<file path="config.mk">
export PLATFORM = sky130hd
export DESIGN_NAME = return_addr_stack_ckpt
export DESIGN_NICKNAME = d
export VERILOG_FILES = /design/src/rtl/return_addr_stack_ckpt.sv
export SDC_FILE = /design/constraint.sdc
export NUM_CORES = 1
export LEC_CHECK = 0
export CAP_MARGIN = 15
export CELL_PAD_IN_SITES_DETAIL_PLACEMENT = 1
export CELL_PAD_IN_SITES_GLOBAL_PLACEMENT = 2
export CORE_MARGIN = 2
export CORE_UTILIZATION = 50
export CTS_CLUSTER_SIZE = 8
export DETAILED_ROUTE_END_ITERATION = 8
export GPL_TIMING_DRIVEN = 0
export HOLD_SLACK_MARGIN = 0.02
export PLACE_DENSITY = 0.76
export SYNTH_ARGS = -nofsm -noshare
export SYNTH_HDL_FRONTEND = slang
export SYNTH_SLANG_ARGS = --single-unit
</file>
<file path="constraint.sdc">
create_clock -name clk_i -period 12.3 [get_ports clk_i]
set_clock_uncertainty 0.1 [all_clocks]
set_input_delay 2.46 -clock clk_i [delete_from_list [all_inputs] [get_ports clk_i]]
set_output_delay 2.46 -clock clk_i [all_outputs]
set_load 0.01 [all_outputs]
</file>
<file path="src/rtl/return_addr_stack_ckpt.sv">
// Speculation-safe return address stack with an in-order checkpoint queue for misprediction recovery.
// Optional RAS_STATS_EN adds saturating overflow/underflow/restore event counters.
module return_addr_stack_ckpt #(
  parameter int ADDR_WIDTH = 32,
  parameter int DEPTH      = 16,
  parameter int NUM_CKPT   = 4,
  localparam int PW        = $clog2(DEPTH),
  localparam int CW        = $clog2(NUM_CKPT)
) (
  input  logic                  clk_i,
  input  logic                  rst_ni,
  input  logic                  push_i,
  input  logic [ADDR_WIDTH-1:0] push_addr_i,
  input  logic                  pop_i,
  output logic [ADDR_WIDTH-1:0] top_addr_o,
  output logic                  top_valid_o,
  output logic [PW:0]           count_o,
  output logic                  overflow_o,
  output logic                  underflow_o,
  input  logic                  ckpt_alloc_i,
  output logic                  ckpt_ready_o,
  output logic [CW-1:0]         ckpt_id_o,
  input  logic                  ckpt_release_i,
  input  logic                  restore_i,
  input  logic [CW-1:0]         restore_id_i
`ifdef RAS_STATS_EN
  ,
  output logic [31:0]           stat_ovf_o,
  output logic [31:0]           stat_unf_o,
  output logic [31:0]           stat_restore_o
`endif
);

  logic [ADDR_WIDTH-1:0] mem    [DEPTH];
  logic [PW-1:0]         ck_ptr [NUM_CKPT];
  logic [PW:0]           ck_cnt [NUM_CKPT];
  logic [ADDR_WIDTH-1:0] ck_top [NUM_CKPT];

  logic [PW-1:0] ptr;
  logic [PW:0]   count;
  logic [CW-1:0] head, tail;
  logic [CW:0]   occ;

  logic          full, empty;
  logic          do_push, do_pop, do_tail;
  logic          alloc_ok, rel_ok, restore_ok, restore_rel;
  logic [CW-1:0] restore_off;
  logic [PW-1:0] ptr_inc, ptr_dec;

  function automatic logic [31:0] sat_inc(input logic [31:0] v);
    return (&v) ? v : v + 32'd1;
  endfunction

  always_comb begin
    full         = (count == (PW+1)'(DEPTH));
    empty        = (count == '0);
    ptr_inc      = ptr + PW'(1);
    ptr_dec      = ptr - PW'(1);
    ckpt_ready_o = (occ < (CW+1)'(NUM_CKPT));
    // Restore wins the cycle outright, legal or not; stack ops and alloc are dropped.
    do_push      = push_i && !pop_i && !restore_i;
    do_pop       = pop_i && !push_i && !restore_i;
    do_tail      = push_i && pop_i && !restore_i;
    alloc_ok     = ckpt_alloc_i && ckpt_ready_o && !restore_i;
    rel_ok       = ckpt_release_i && (occ != '0) && !restore_i;
    restore_off  = restore_id_i - head;
    restore_ok   = restore_i && ({1'b0, restore_off} < occ);
    restore_rel  = restore_ok && ckpt_release_i && (restore_id_i != head);
  end

  assign top_addr_o  = mem[ptr];
  assign top_valid_o = !empty;
  assign count_o     = count;
  assign ckpt_id_o   = tail;

  always_ff @(posedge clk_i) begin
    if (!rst_ni) begin
      ptr         <= '0;
      count       <= '0;
      head        <= '0;
      tail        <= '0;
      occ         <= '0;
      overflow_o  <= 1'b0;
      underflow_o <= 1'b0;
    end else begin
      overflow_o  <= do_push && full;
      underflow_o <= do_pop && empty;
      if (restore_i) begin
        if (restore_ok) begin
          ptr   <= ck_ptr[restore_id_i];
          count <= ck_cnt[restore_id_i];
          tail  <= restore_id_i;
          if (restore_rel) begin
            head <= head + CW'(1);
            occ  <= {1'b0, restore_off} - (CW+1)'(1);
          end else begin
            occ  <= {1'b0, restore_off};
          end
        end
      end else begin
        if (do_push) begin
          ptr <= ptr_inc;
          if (!full) count <= count + (PW+1)'(1);
        end else if (do_pop && !empty) begin
          ptr   <= ptr_dec;
          count <= count - (PW+1)'(1);
        end
        if (alloc_ok) tail <= tail + CW'(1);
        if (rel_ok)   head <= head + CW'(1);
        occ <= occ + (CW+1)'(alloc_ok) - (CW+1)'(rel_ok);
      end
    end
  end

  // Payload storage is never cleared; only its write enables are qualified by reset.
  always_ff @(posedge clk_i) begin
    if (rst_ni) begin
      if (restore_ok)   mem[ck_ptr[restore_id_i]] <= ck_top[restore_id_i];
      else if (do_push) mem[ptr_inc] <= push_addr_i;
      else if (do_tail) mem[ptr] <= push_addr_i;
      if (alloc_ok) begin
        ck_ptr[tail] <= ptr;
        ck_cnt[tail] <= count;
        ck_top[tail] <= mem[ptr];
      end
    end
  end

`ifdef RAS_STATS_EN
  always_ff @(posedge clk_i) begin
    if (!rst_ni) begin
      stat_ovf_o     <= '0;
      stat_unf_o     <= '0;
      stat_restore_o <= '0;
    end else begin
      if (do_push && full) stat_ovf_o     <= sat_inc(stat_ovf_o);
      if (do_pop && empty) stat_unf_o     <= sat_inc(stat_unf_o);
      if (restore_ok)      stat_restore_o <= sat_inc(stat_restore_o);
    end
  end
`endif

endmodule

</file>
==> flow_summary_export.csv <==
group,metric,value,unit
timing,setup_tns,0,ns
timing,rsz0062_at_grt,"false",
die,die_h,238,microns
logic_synthesis,synth_cell_type_count,54,
final_layout,final_common_cell,"edfxtp_1",
logic_synthesis,syn-num-nets,1242,
route,wirelength,65.1,mm
global_routing,grt_pass1_wl,97.1,mm
timing,min_period,6.32,ns
final_layout,drive_above_1_share,27.2,%
route,drc,0,
power,p_per_area,207,nW/um^2
cts,cts_setup_buffers,0,
logic_synthesis,syn_area_per_cell,23.1,sq um
power,power_leakage,10.1,nW
final_layout,insertedDiodeCount,0,
global_routing,grt_usage,24.1,%
timing,finalSetupViolCount,0,
worst_setup_path,end_kind,"output pin",
worst_hold_path,hp-start,"ptr[2]$_SDFFE_PN0N_",
place,portBuffers,80,
route,drt_iter0_markers,1077,
cts,clock_sinks,698,
die,core_area,53900,sq um
route,ant_nets,0,
route,drt-pass1-iter-count,5,
worst_setup_path,cp-start-kind,"flop",
place,gp_congestion,0.773,
worst_hold_path,hold_depth,0,
final_layout,area_delta_synth_final,17.4,%
logic_synthesis,ys_ff_latch,698,
cts,insertion_delay,0.64,ns
logic_synthesis,syn-cell-area,27300,sq um
worst_setup_path,reg2reg_to,"mem[13][17]$_DFFE_PP_",
cts,cts.repair.resized,0,
timing,finalCritPeriodShare,51.4,%
worst_setup_path,r2r-start,"head[1]$_SDFFE_PN0P_",
worst_setup_path,required,9.74,ns
logic_synthesis,synth_edf_count,676,
route,via_per_inst,6.17,
cts,clkSlewWorstSetupHoldPaths,0.05,ns
outcome,status,"finished, final reports clean",
die,ios,84,
power,p_total,6.65,mW
logic_synthesis,yosysWarningCount,0,
worst_setup_path,crit_type,"flop to output pin",
die,fp.dieW,238,microns
logic_synthesis,ys_async_sr_fraction,0,%
global_routing,grt_pass1_vias,14200,
timing,fmax,158,MHz
final_layout,final_nets,1437,
final_layout,final_cell_mix,"edfxtp_1 (676), mux4_2 (177), clkbuf_16 (99)",
logic_synthesis,ys_seq_area_share,75.9,%
worst_hold_path,hold_path_class,"flop to flop",
timing,hold_violations,0,
run,drv_cap,0,
power,ir_worst_vdd,0.131,mV
route,vias,12900,
global_routing,antenna_found_initial,0,
cts,htree_levels,3,
cts,cts_root_buf,"clkbuf_16",
worst_setup_path,ff2ff_path_depth,9,
timing,slew_headroom,29.4,%
cts,cts_tree,"built",
die,dieArea,56500,sq um
global_routing,grt_overflow,0,
worst_setup_path,r2r_setup_slack,8.50,ns
route,wl_per_cell,31.0,microns
global_routing,grt_max_degree,42,
logic_synthesis,ys.flop_type,"edfxtp_1",
timing,worst_slew_pin_slew,1.06,ns
place,dpl.hpwl,38.6,mm
timing,maxSlewViolCount,0,
cts,holdBufCountCts,0,
die,placementRows,85,
cts,clock_path_buffers,3,
die,start_util,50.7,%
worst_setup_path,critPathMaxFanout,10,
logic_synthesis,syn_inst,1185,
worst_hold_path,worstHoldEndpoint,"ck_ptr[2][2]$_DFFE_PP_",
worst_setup_path,worstPathArrival,3.76,ns
cts,cts_buffers,97,
where the power goes:
part / switching [mW] / internal, mW / leakage, nW / total [mW]
Clock: 0.930 / 1.45 / 1.29 / 2.38
Sequential: 0.0600 / 2.85 / 6.28 / 2.91
Combinational: 0.739 / 0.623 / 2.50 / 1.36
Total: 1.73 / 4.92 / 10.1 / 6.65
kinds of logic after synthesis:
family | Yosys count | synth area share (%)
xor gates and xnor gates | 15 | 0.481
and+or+nand+nor | 86 | 1.50
buffers and inverters | 74 | 1.46
muxes | 239 | 18.4
adders and majority gates | 16 | 0.788
DFF | 698 | 75.9
AOI/OAI and AO/OA | 57 | 1.41
registers in the layout (all words and copies together), names as in the netlist, 3 cells and up, named ones only:
signal / cells
occ: 3
ck_cnt: 20
ck_ptr: 16
ptr: 4
count_o: 5
mem: 512
ck_top: 128
per-stage QoR:
stage                     hold slack, ns  std cells  cell area (sq um)  utilization, %  worst slack (ns)
after global routing               0.429       2098              32100            59.5              5.84
after global placement             0.382       1961              29000            53.8              3.12
final                              0.404       2098              32100            59.5              5.98
after CTS                          0.405       2098              32100            59.5              5.91
after detailed placement           0.390       1977              29400            54.6              5.36
after floorplan                    0.358       1185              27300               -              5.96
cells in the mapped netlist (2+ instances only):
master    number  share of area (%)
a21oi_1       14               0.26
a22oi_1        2              0.055
a31oi_1        3              0.069
a32oi_1        3              0.096
and2_1         4              0.092
buf_1         11               0.15
buf_2         13               0.24
buf_6         12               0.49
clkbuf_1      19               0.26
dfxtp_1       22                1.6
edfxtp_1     676                 74
fa_1           2               0.15
ha_1          14               0.64
inv_1         17               0.23
mux2_2        32                1.3
mux2i_1        6               0.22
mux4_1        24                2.3
mux4_2       177                 15
nand2_1       19               0.26
nand2b_1       6               0.14
nand3_1        9               0.16
nand3b_1       2              0.055
nor2_1        33               0.45
nor2b_1        3              0.069
o211ai_1       2              0.055
o21a_1         3              0.082
o21ai_0       13               0.24
o221ai_1       3              0.096
or2_2          2              0.046
or4_1          2              0.055
xnor2_1       12               0.38
xor2_1         3              0.096
layer usage:
metal  part of all wire [%]  up-vias  GRT usage [%]  wire [microns]
met2                     50      429           39.5           32500
met1                     42     7008           33.5           27600
met4                    1.8        0           6.94            1150
met3                    5.9       86           4.51            3820
li1                       -     5420              -               -
met5                      0        -              0               0
layout make-up:
class / instances / area (sq um)
fillers: 4358 / 21800
flip-flops and latches: 698 / 20700
multi-input cells: 413 / 6310
clock buffers: 115 / 2540
repair buffers: 96 / 1120
well taps: 696 / 871
plain buffers: 57 / 335
clock inverters: 6 / 100
inverters: 17 / 63.8
worst max-delay path by stage:
stage / start / end / slack (ns)
after floorplan: restore_id_i[0] / mem[5][0]$_DFFE_PP_ / 5.96
after global placement: restore_id_i[0] / mem[13][17]$_DFFE_PP_ / 3.12
after detailed placement: restore_id_i[0] / mem[12][17]$_DFFE_PP_ / 5.36
after CTS: flop / top_addr_o[7] / 5.91
after global routing: restore_id_i[0] / mem[13][17]$_DFFE_PP_ / 5.84
final: flop / top_addr_o[7] / 5.98
critical path, stage by stage (launching register included):
cell and delay [ns]:
dfxtp_1 0.33, clkbuf_1 0.51, buf_1 0.76, mux4_2 0.42, mux4_2 0.57, clkdlybuf4s50_1 0.54
No activity file was read; power rests on OpenSTA's default activity.
